## src/rtl/move_eval_scheduler_pkg.sv

```systemverilog
// Shared search types: board, move, score and scheduler state.
// Imported by the move evaluation scheduler and its best tracker.
package move_eval_scheduler_pkg;

  typedef logic [63:0] board_t;

  typedef struct packed {
    logic [5:0] from_sq;
    logic [5:0] to_sq;
    logic [3:0] flags;
  } move_t;

  typedef logic signed [15:0] eval_t;

  localparam eval_t EVAL_MIN = 16'sh8000;

  typedef enum logic [1:0] {
    IDLE,
    ISSUE,
    DRAIN,
    DONE
  } sched_state_t;

endpackage

```

## src/rtl/best_tracker.sv

```systemverilog
// Keeps the best-scoring legal move, a found flag and a legal counter.
// Ports: clr_in restarts a node, upd_in presents one legal result.
module best_tracker
  import move_eval_scheduler_pkg::*;
#(
  parameter int CNT_W = 8
) (
  input  logic             clk_in,
  input  logic             rst_n_in,
  input  logic             clr_in,
  input  logic             upd_in,
  input  move_t            move_in,
  input  eval_t            eval_in,
  output logic             found_out,
  output move_t            best_move_out,
  output eval_t            best_eval_out,
  output logic [CNT_W-1:0] count_out
);

  logic take;

  // Strict compare: ties keep the earlier move.
  assign take = upd_in &&
                (!found_out || (eval_in > best_eval_out));

  always_ff @(posedge clk_in or negedge rst_n_in) begin
    if (!rst_n_in) begin
      found_out     <= 1'b0;
      best_move_out <= '0;
      best_eval_out <= EVAL_MIN;
      count_out     <= '0;
    end else if (clr_in) begin
      found_out     <= 1'b0;
      best_move_out <= '0;
      best_eval_out <= EVAL_MIN;
      count_out     <= '0;
    end else if (upd_in) begin
      if (count_out != '1)
        count_out <= count_out + 1'b1;
      if (take) begin
        found_out     <= 1'b1;
        best_move_out <= move_in;
        best_eval_out <= eval_in;
      end
    end
  end

endmodule

```

## src/rtl/move_eval_scheduler.sv

```systemverilog
// Issues candidates to the move evaluator and keeps the best legal move.
// Ports: candidate stream in, evaluator link, done/found/best result out.
module move_eval_scheduler
  import move_eval_scheduler_pkg::*;
#(
  parameter int EVAL_LATENCY = 1,
  parameter int CNT_W        = 8
) (
  input  logic             clk_in,
  input  logic             rst_n_in,
  input  logic             start_in,
  input  logic             no_validate_in,
  input  logic             abort_in,
  input  logic             cand_valid_in,
  output logic             cand_ready_out,
  input  board_t           cand_board_in,
  input  move_t            cand_move_in,
  input  logic             cand_last_in,
  output logic             ev_valid_out,
  output board_t           ev_board_out,
  output move_t            ev_move_out,
  output logic             ev_no_validate_out,
  input  logic             ev_valid_in,
  input  move_t            ev_move_in,
  input  eval_t            ev_eval_in,
  output logic             busy_out,
  output logic             done_out,
  output logic             found_out,
  output move_t            best_move_out,
  output eval_t            best_eval_out,
  output logic [CNT_W-1:0] legal_count_out
);

  sched_state_t state, state_nxt;

  logic                    hs;
  logic                    ret;
  logic                    start_go;
  logic                    nv_q;
  logic [EVAL_LATENCY-1:0] infl, infl_nxt;
  logic [CNT_W-1:0]        issued;

  assign cand_ready_out = (state == ISSUE);
  assign hs             = cand_valid_in && cand_ready_out;
  assign start_go       = (state == IDLE) && start_in && !abort_in;

  assign ev_valid_out       = hs;
  assign ev_board_out       = cand_board_in;
  assign ev_move_out        = cand_move_in;
  assign ev_no_validate_out = nv_q;

  assign busy_out = (state != IDLE);
  assign done_out = (state == DONE);

  // Slot tracker: tail bit marks a result due back this cycle,
  // legal or not, so draining never waits on ev_valid_in.
  assign ret      = infl[EVAL_LATENCY-1];
  assign infl_nxt = abort_in ? '0
                  : ((infl << 1) | EVAL_LATENCY'(hs));

  always_comb begin
    state_nxt = state;
    unique case (state)
      IDLE:    if (start_in) state_nxt = ISSUE;
      ISSUE:   if (hs && cand_last_in) state_nxt = DRAIN;
      DRAIN:   if (infl_nxt == '0) state_nxt = DONE;
      DONE:    state_nxt = IDLE;
      default: state_nxt = IDLE;
    endcase
    if (abort_in) state_nxt = IDLE;
  end

  always_ff @(posedge clk_in or negedge rst_n_in) begin
    if (!rst_n_in) begin
      state  <= IDLE;
      infl   <= '0;
      nv_q   <= 1'b0;
      issued <= '0;
    end else begin
      assert (legal_count_out <= issued);
      state <= state_nxt;
      infl  <= infl_nxt;
      if (start_go) begin
        nv_q   <= no_validate_in;
        issued <= '0;
      end else if (hs && (issued != '1)) begin
        issued <= issued + 1'b1;
      end
    end
  end

  best_tracker #(
    .CNT_W(CNT_W)
  ) u_best (
    .clk_in       (clk_in),
    .rst_n_in     (rst_n_in),
    .clr_in       (start_go),
    .upd_in       (ret && ev_valid_in),
    .move_in      (ev_move_in),
    .eval_in      (ev_eval_in),
    .found_out    (found_out),
    .best_move_out(best_move_out),
    .best_eval_out(best_eval_out),
    .count_out    (legal_count_out)
  );

endmodule

```

## config.mk

```make
export PLATFORM = sky130hd
export DESIGN_NAME = move_eval_scheduler
export DESIGN_NICKNAME = d
export VERILOG_FILES = /design/src/rtl/move_eval_scheduler_pkg.sv /design/src/rtl/best_tracker.sv /design/src/rtl/move_eval_scheduler.sv
export SDC_FILE = /design/constraint.sdc
export NUM_CORES = 1
export LEC_CHECK = 0
export BUFFER_PORTS_ARGS = -buffer_cell sky130_fd_sc_hd__buf_4
export CAP_MARGIN = 20
export CORE_AREA = 2 2 95 97
export CTS_CLUSTER_DIAMETER = 100
export CTS_CLUSTER_SIZE = 28
export DETAILED_ROUTE_END_ITERATION = 8
export DIE_AREA = 0 0 97 99
export PLACE_DENSITY_LB_ADDON = 0.25
export SLEW_MARGIN = 0
export SYNTH_ARGS = -nofsm -noshare
export SYNTH_HDL_FRONTEND = slang
export SYNTH_SLANG_ARGS = --single-unit
```

## constraint.sdc

```tcl
create_clock -name clk_in -period 3.1 [get_ports clk_in]
set_clock_uncertainty 0.05 [all_clocks]
set_input_delay 0.31 -clock clk_in [delete_from_list [all_inputs] [get_ports clk_in]]
set_output_delay 0.31 -clock clk_in [all_outputs]
set_load 0.03 [all_outputs]
```

# After elaboration in Yosys (flattened, before gate mapping)
# Index checks and enable logic that the tools add are counted.
dict set report classes {
  n_reduce_logical 17
  magnitude_cmp 1
  eq_ne 7
  add_sub_neg 1
  muxes 18
}
# cell count
set op_table {}
lappend op_table {{$mux W16} 6}
lappend op_table {{$mux W8} 3}
lappend op_table {{$gt A16 B16 Y1} 1}
lappend op_table {{$add A8 B1 Y8 const B} 1}
lappend op_table {{$mux W2} 4}
lappend op_table {{$ne A8 B8 Y1 const B} 1}
lappend op_table {{$pmux W2 S4} 1}
lappend op_table {{$reduce_bool A2 Y1} 4}
lappend op_table {{$logic_and A1 B1 Y1} 6}
lappend op_table {{$ne A3 B3 Y1 const B} 2}
lappend op_table {{$eq A2 B2 Y1 const B} 2}
lappend op_table {{$mux W1} 4}
lappend op_table {{$reduce_and A2 Y1} 2}
lappend op_table {{$ne A3 B2 Y1 const B} 1}
lappend op_table {{$reduce_and A3 Y1} 1}
lappend op_table {{$eq A2 B1 Y1 const B} 1}
lappend op_table {{$logic_not A1 Y1} 2}
lappend op_table {{$logic_not A2 Y1} 1}
lappend op_table {{$logic_or A1 B1 Y1} 1}
dict set report word_totals {
  ff_bits 45
  in_bits 120
  word_cells 53
  out_inout_bits 126
}

# Depth between registers and ports, before layout
# Gate-level depths: netlist of the first run.
dict set report depth {
  ltp_word 6
  depth_mapped 10
  depth_no_buf 8
}

# Hierarchy
# Synthesis of the first run repeated with hierarchy kept, for this count alone.
dict set report hier_totals {
  cells_unflattened 347
  hier_area_um2 3348.2
}
# module cells_per_inst instances seq_area_each_um2 area_per_inst_um2
set by_module_without_submodules {}
lappend by_module_without_submodules {best_tracker 243 1 1027.2 2479.9}
lappend by_module_without_submodules {move_eval_scheduler 104 1 100.1 868.3}

# Worst setup path after synthesis of the first run
# Ideal clock, no wire load.
dict set report synth_timing {
  path_kind {reg-to-reg}
  start {register u_best.best_eval_out[15]}
  end {register u_best.best_eval_out[10]}
  path_stages_with_launch 10
  arrival_time_ns 2.465
  n_path_buf 1
  path_slack_ns 0.464
  period_less_slack_ns 2.636
  setup_ns 0.121
  t_required_ns 2.929
  path_cell_list {dfstp_2 > inv_1 > ha_1 > nand4_2 > nor4_4 > o21ai_0 > nand3_1 > mux2_2 > buf_4 > a22o_1}
}
dict set report synth_via {
  elab_chain_len 5
}
# item line_no
set synth_rtl {}
lappend synth_rtl {{from (decl)} best_tracker.sv:16} ;# output eval_t best_eval_out,
lappend synth_rtl {{from (signal assigned)} best_tracker.sv:43} ;# best_eval_out <= eval_in;
lappend synth_rtl {{$gt A16 B16 Y1} best_tracker.sv:24} ;# (!found_out || (eval_in > best_eval_out));
lappend synth_rtl {{$logic_or A1 B1 Y1} best_tracker.sv:24}
lappend synth_rtl {{$logic_and A1 B1 Y1} best_tracker.sv:23} ;# assign take = upd_in &&
lappend synth_rtl {{$reduce_bool A2 Y1 (no line)} -}
lappend synth_rtl {{$reduce_and A2 Y1 (no line)} -}
# No other way between the ends.
# A chain may end at the register's enable or synchronous reset.

# Worst setup path after layout of the first run
dict set report layout_timing {
  start {register u_best.best_eval_out[15]}
  end {register u_best.best_move_out[8] (netlist name)}
}
dict set report layout_via {
  elab_chain_len 5
}
# item line_no
set layout_rtl {}
lappend layout_rtl {{$gt A16 B16 Y1} best_tracker.sv:24}
lappend layout_rtl {{$logic_or A1 B1 Y1} best_tracker.sv:24}
lappend layout_rtl {{$logic_and A1 B1 Y1} best_tracker.sv:23}
lappend layout_rtl {{$reduce_bool A2 Y1 (no line)} -}
lappend layout_rtl {{$reduce_and A2 Y1 (no line)} -}
# No other way between the ends.

==> flow_summary_export.csv, run 1 <==
group,metric,value,unit
pwr,ir_drop,262,uV
pwr,pwr_density_cell,893,nW/um^2
worst_hold_path,worstHoldEndpoint,"infl$_DFF_PN0_",
clocking,cts_buffer_depth,2,
sta,grt_setup_unrepaired,"no",
drt,drt_pass1_iterations,4,
setup_path,required,3.23,ns
setup_path,crit_cells,8,
setup_path,worstPathMaxFanout,32,
drt,drt-vias-per-instance,4.78,
clocking,numCtsBuffers,5,
pwr,p_leak,1.61,nW
sta,setup_violations,0,
setup_path,reg2reg_from,"u_best.best_eval_out[15]$_DFFE_PN1P_",
logic_synthesis,synthAdderAreaFrac,0.0901,
clocking,clock_latency,0.29,ns
logic_synthesis,yosys-mux-area-fraction,0.00858,
clocking,cts.clk_slew.worst_paths,0.09,ns
placement,place_area,3060,sq um
floorplan,io_pins,246,
global_routing,grt_usage,0.120,
setup_path,r2r_setup_slack,0.23,ns
setup_path,crit_chain,"inv_1 -> ha_1 -> nand4_2 -> nor4_4 -> o21ai_0 -> nand3_1 -> mux2_2 -> a22o_1",
logic_synthesis,synth.distinct_cells,37,
flow_run,cap_violations,0,
setup_path,rr_worst_depth,8,
worst_hold_path,min_path_type,"primary input to register",
clocking,cts_tree,"yes",
logic_synthesis,synthCells,291,
logic_synthesis,synth-xor-area-share,0.0180,
worst_hold_path,min_path_cells,2,
logic_synthesis,synth.avg_cell_area,10.0,sq um
global_routing,grt_pass1_vias,1970,
placement,gp_congestion,0.723,
logic_synthesis,yosys_warnings,0,
sta,hold_viol,0,
drt,drtIter0Drc,54,
setup_path,setup.worst_path.end_class,"register",
worst_hold_path,min_from,"abort_in",
placement,numPortBuffers,85,
setup_path,reg2reg_to,"u_best.best_move_out[8]$_DFFE_PN0P_",
setup_path,slowest_delay,0.61,ns
clocking,cts.sinks,45,
logic_synthesis,synth-seq-cells,45,
setup_path,crit_path_top_delay_cell,"mux2_2",
setup_path,crit_buf_inv,1,
finish,drive_gt1_frac,0.343,
floorplan,rows,34,
floorplan,core_area,8550,sq um
setup_path,crit_type,"register to register",
finish,final_area,3190,sq um
floorplan,die_y,99,microns
global_routing,grt.overflow.total,0,
drt,wl,5900,microns
sta,setup_tns,0,ns
sta,fin_crit,2.87,ns
logic_synthesis,synth_area,2920,sq um
floorplan,die_w,97,microns
finish,finalCoreUtilization,0.373,
drt,ant_nets,0,
run_status,status,"finished clean",
logic_synthesis,synth_nets,432,
drt,vias,1952,
floorplan,dieArea,9600,sq um
sta,period_share,0.927,
setup_path,worstSetupStartpointType,"register",
clocking,h-tree-depth,2,
clocking,cts_setup_buffers,0,
sta,max_slew_margin,0.571,
sta,tightest_slew,0.643,ns
finish,antennaDiodeCount,0,
finish,fin_nets,440,
global_routing,antenna_found_initial,0,
clocking,ctsRootBufferMaster,"clkbuf_8",
drt,wire_per_inst,14.5,microns
setup_path,crit_arrival,3.01,ns
logic_synthesis,yosys.area_share.simple,0.0901,
logic_synthesis,yosysSeqAreaShare,0.387,
setup_path,path_delay_family,"simple AND/OR/NAND/NOR gates",
logic_synthesis,synth_compound_area_frac,0.153,
floorplan,start_util,0.341,
finish,syn_to_final_growth,9.27,%
global_routing,grt_pass1_wl,9530,microns
global_routing,grt_max_degree,46,
logic_synthesis,synth_top_family_by_area,"buffers and inverters",
sta,fmax,348,MHz
sta,drv_slew,0,
sta,hold_ws,0.148,ns
drt,route.detailed.drc,0,
placement,dp_hpwl,4430,microns
[synthesized netlist by cell type]
cell type	instances	area, sq um
nand4_2	1	12.5
ha_1	21	263
clkbuf_1	2	7.51
o21ai_0	4	20.0
xnor2_1	1	8.76
nor2_1	14	52.6
dfrtp_1	44	1100
nand2_1	16	60.1
or2_1	1	6.26
and2_1	4	25.0
a41oi_2	1	16.3
a21oi_1	12	60.1
o221ai_1	1	8.76
buf_6	3	33.8
a41o_1	1	10.0
nand3_2	1	10.0
nand4_1	2	12.5
xor2_1	5	43.8
nor2b_1	2	12.5
and3_1	1	6.26
dfstp_2	1	26.3
inv_1	20	75.1
nor3_1	3	15.0
a211oi_1	1	7.51
buf_4	83	623
a311oi_1	1	8.76
a31oi_1	2	12.5
mux2i_2	1	13.8
mux2_2	1	11.3
nand3_1	3	15.0
nor4_4	1	21.3
a21o_1	1	7.51
or2b_1	1	7.51
a22oi_1	1	7.51
o21a_1	2	15.0
or3_1	1	6.26
a22o_1	31	272
[cell usage in the layout (no fill, tap or decap), drive strengths merged, types with 2 or more instances in the layout]
cell and count:
ha 21, nand4 3, o21a 2, inv 20, and2 4, a21oi 12, nor2b 2, dfrtp 44
xor2 5, nand3 4, o21ai 4, a31oi 2, nor3 3, clkbuf 6, nand2 16, a22o 31
nor2 14, buf 88
[power breakdown]
| group | internal [mW] | total (mW) | switching [mW] |
|---|---|---|---|
| combinational | 0.575 | 1.45 | 0.873 |
| sequential | 0.782 | 0.929 | 0.147 |
| clock | 0.262 | 0.468 | 0.205 |
[final cells by class]
cell class / count / area (sq um)
clock buffer: 6 / 82.6
clock inverter: 2 / 37.5
fill: 881 / 5370
inverter: 20 / 75.1
multi-input combinational: 138 / 1060
sequential: 45 / 1130
tap: 108 / 135
timing repair buffer: 89 / 671
[worst max path at each step]
| stage | start | end | slack [ns] |
|---|---|---|---|
| after CTS | u_best.best_eval_out[15]$_DFFE_PN1P_ | u_best.best_move_out[8]$_DFFE_PN0P_ | 0.19 |
| after global routing | u_best.best_eval_out[15]$_DFFE_PN1P_ | u_best.best_move_out[8]$_DFFE_PN0P_ | 0.05 |
| final | u_best.best_eval_out[15]$_DFFE_PN1P_ | u_best.best_move_out[8]$_DFFE_PN0P_ | 0.23 |
| after detailed placement | u_best.best_eval_out[15]$_DFFE_PN1P_ | u_best.best_move_out[6]$_DFFE_PN0P_ | 0.22 |
| after global placement | u_best.best_eval_out[15]$_DFFE_PN1P_ | u_best.best_move_out[14]$_DFFE_PN0P_ | 0.31 |
| after floorplan | u_best.best_eval_out[15]$_DFFE_PN1P_ | u_best.best_eval_out[10]$_DFFE_PN0P_ | 0.46 |
[logic make-up (layout without fill, tap and decap cells)]
logic type	after synthesis	in the layout
AO/OA/AOI/OAI	58	58
XOR/XNOR	6	6
adder cells (fa/ha/maj)	21	21
buffers and inverters	108	117
flip-flops	45	45
multiplexers	2	2
AND/OR/NAND/NOR	51	51
[sequential cells by signal (all words and copies together), names as in the netlist]
signal                count
u_best.best_eval_out     16
u_best.best_move_out     16
u_best.count_out          8
state                     2
ev_no_validate_out        1
infl                      1
u_best.found_out          1
[layer usage]
metal  vias to the layer above  global-route usage  share of wire
met4                         0              0.0401          0.018
met2                        77               0.203           0.49
met3                        27              0.0404          0.076
met1                       924               0.144           0.41
li1                        924                   -              -
met5                         -                   0              0
[through the flow]
stage | worst slack (ns) | cells | power [mW]
detailed placement | 0.216 | 399 | 2.41
floorplan | 0.464 | 291 | 2.09
CTS | 0.188 | 408 | 2.90
global route | 0.0513 | 408 | 3.04
global placement | 0.307 | 399 | 2.40
finish | 0.226 | 408 | 2.85
[worst reg2reg max path, delay by kind of cell, from the launching register on]
kind	cells	cell delay, ns
AO/OA/AOI/OAI	2	0.42
adder cells (fa/ha/maj)	1	0.35
buffers and inverters	1	0.05
flip-flops	1	0.54
multiplexers	1	0.61
AND/OR/NAND/NOR	3	0.74
[what timing repair did]
item                      in CTS  in global routing
hold endpoints to repair      44                  0
resized for setup              0                  0
hold buffers                   1                  0
(Power assumes the default switching activity.)
==> run 2: changes to the inputs <==
--- a/config.mk
+++ b/config.mk
@@ -7,13 +7,12 @@
 export LEC_CHECK = 0
 export BUFFER_PORTS_ARGS = -buffer_cell sky130_fd_sc_hd__buf_4
 export CAP_MARGIN = 20
-export CORE_AREA = 2 2 95 97
+export CORE_UTILIZATION = 30
 export CTS_CLUSTER_DIAMETER = 100
 export CTS_CLUSTER_SIZE = 28
 export DETAILED_ROUTE_END_ITERATION = 8
-export DIE_AREA = 0 0 97 99
 export PLACE_DENSITY_LB_ADDON = 0.25
-export SLEW_MARGIN = 0
+export SLEW_MARGIN = 30
 export SYNTH_ARGS = -nofsm -noshare
 export SYNTH_HDL_FRONTEND = slang
 export SYNTH_SLANG_ARGS = --single-unit
==> flow_summary_export.csv, run 2 (synthesized netlist as in run 1, its figures left out) <==
group,metric,value,unit
run_status,status,"finished clean",
drt,ant_nets,0,
finish,mostFrequentLayoutCell,"buf_4",
clocking,numCtsBuffers,5,
clocking,cts_buffer_depth,2,
global_routing,grt_max_degree,46,
drt,vias,1913,
global_routing,grt.overflow.total,0,
placement,gp_congestion,0.736,
flow_run,cap_violations,0,
pwr,ir_drop,323,uV
global_routing,grt_pass1_wl,9540,microns
global_routing,grt_usage,0.120,
finish,fin_nets,439,
floorplan,core_area,9330,sq um
finish,syn_to_final_growth,8.76,%
setup_path,crit_chain,"inv_1 -> ha_1 -> nand4_2 -> nor4_4 -> o21ai_0 -> nand3_1 -> mux2_2 -> a22o_1",
floorplan,die_y,101,microns
drt,drt-vias-per-instance,4.48,
pwr,p_leak,1.60,nW
setup_path,crit_buf_inv,1,
placement,dp_hpwl,4400,microns
sta,hold_ws,0.155,ns
sta,fin_crit,2.83,ns
floorplan,dieArea,10100,sq um
floorplan,rows,35,
floorplan,start_util,0.313,
sta,fmax,353,MHz
floorplan,io_pins,246,
setup_path,setup.worst_path.end_class,"register",
finish,top_regs,"u_best.best_eval_out: 16 flops, u_best.best_move_out: 16 flops, u_best.count_out: 8 flops",
sta,setup_tns,0,ns
clocking,cts_tree,"yes",
setup_path,crit_type,"register to register",
clocking,h-tree-depth,2,
placement,numPortBuffers,85,
setup_path,worstSetupStartpointType,"register",
setup_path,path_delay_family,"simple AND/OR/NAND/NOR gates",
sta,tightest_slew,0.663,ns
clocking,cts.sinks,45,
sta,setup_violations,0,
setup_path,crit_arrival,2.96,ns
clocking,clock_latency,0.29,ns
sta,max_slew_margin,0.558,
worst_hold_path,min_path_type,"primary input to register",
pwr,pwr_density_cell,865,nW/um^2
finish,drive_gt1_frac,0.336,
sta,hold_viol,0,
clocking,cts.clk_slew.worst_paths,0.08,ns
setup_path,slowest_delay,0.61,ns
finish,antennaDiodeCount,0,
global_routing,antenna_found_initial,0,
drt,wire_per_inst,13.7,microns
drt,drt_pass1_iterations,4,
setup_path,worstPathMaxFanout,32,
sta,period_share,0.913,
finish,final_cell_mix,"87 x buf_4, 44 x dfrtp_1, 31 x a22o_1, 21 x ha_1, 20 x inv_1",
drt,wl,5860,microns
sta,grt_setup_unrepaired,"no",
sta,drv_slew,0,
clocking,ctsRootBufferMaster,"clkbuf_8",
drt,drtIter0Drc,70,
global_routing,grt_pass1_vias,1914,
setup_path,crit_path_top_delay_cell,"mux2_2",
floorplan,die_w,101,microns
drt,route.detailed.drc,0,
setup_path,required,3.23,ns
## run 2: changes by cell type in the layout (fill, tap and decap cells not counted)
cell,delta
buf_4,-1
bufinv_16,-1
clkbuf_1,+1
clkinvlp_4,-1
## run 2: through the flow
stage / area, sq um / total power [mW] / setup WS [ns] / util / instances
detailed placement: 3070 / 2.40 / 0.261 / 0.330 / 419
finish: 3170 / 2.74 / 0.269 / 0.340 / 427
global route: 3170 / 2.95 / 0.0731 / 0.340 / 427
floorplan: 2920 / 2.09 / 0.464 / - / 291
global placement: 3070 / 2.39 / 0.325 / 0.330 / 419
CTS: 3170 / 2.80 / 0.240 / 0.340 / 427
## run 2: final timing paths
path,start,to,slack [ns],cells past startpoint
max in group asynchronous,rst_n_in,u_best.best_eval_out[5]$_DFFE_PN0P_,2.10,2
setup reg to reg,u_best.best_eval_out[15]$_DFFE_PN1P_,u_best.best_move_out[14]$_DFFE_PN0P_,0.27,8
hold / removal,abort_in,infl$_DFF_PN0_,0.15,2
hold reg to reg,ev_no_validate_out$_DFFE_PN0P_,ev_no_validate_out$_DFFE_PN0P_,0.44,2
setup / recovery,u_best.best_eval_out[15]$_DFFE_PN1P_,u_best.best_move_out[14]$_DFFE_PN0P_,0.27,8
min in group asynchronous,rst_n_in,u_best.best_move_out[11]$_DFFE_PN0P_,0.51,2
## run 2: layout make-up
class | instances | area (sq um)
clock buffers | 7 | 86.3
fillers | 989 | 6160
inverters | 20 | 75.1
multi-input cells | 138 | 1060
flip-flops and latches | 45 | 1130
well taps | 129 | 161
repair buffers | 88 | 663
## run 2: per-layer routing
layer | vias to the layer above | share of wire | global-route usage
li1 | 923 | - | -
met1 | 906 | 0.44 | 0.152
met2 | 76 | 0.47 | 0.191
met3 | 8 | 0.077 | 0.0402
met4 | 0 | 0.011 | 0.0390
met5 | - | 0 | 0
## run 2: where the power goes
group / internal [mW] / leakage (nW) / total (mW) / switching (mW)
Combinational: 0.572 / 0.939 / 1.45 / 0.873
Clock: 0.177 / 0.0443 / 0.370 / 0.192
Sequential: 0.782 / 0.612 / 0.927 / 0.145
Total: 1.53 / 1.60 / 2.74 / 1.21
## run 2: what timing repair did
action | in CTS | in global routing
buffers inserted | 0 | 0
gates resized for setup | 0 | 0
hold buffers | 1 | 0
endpoints found under the hold margin | 44 | 0
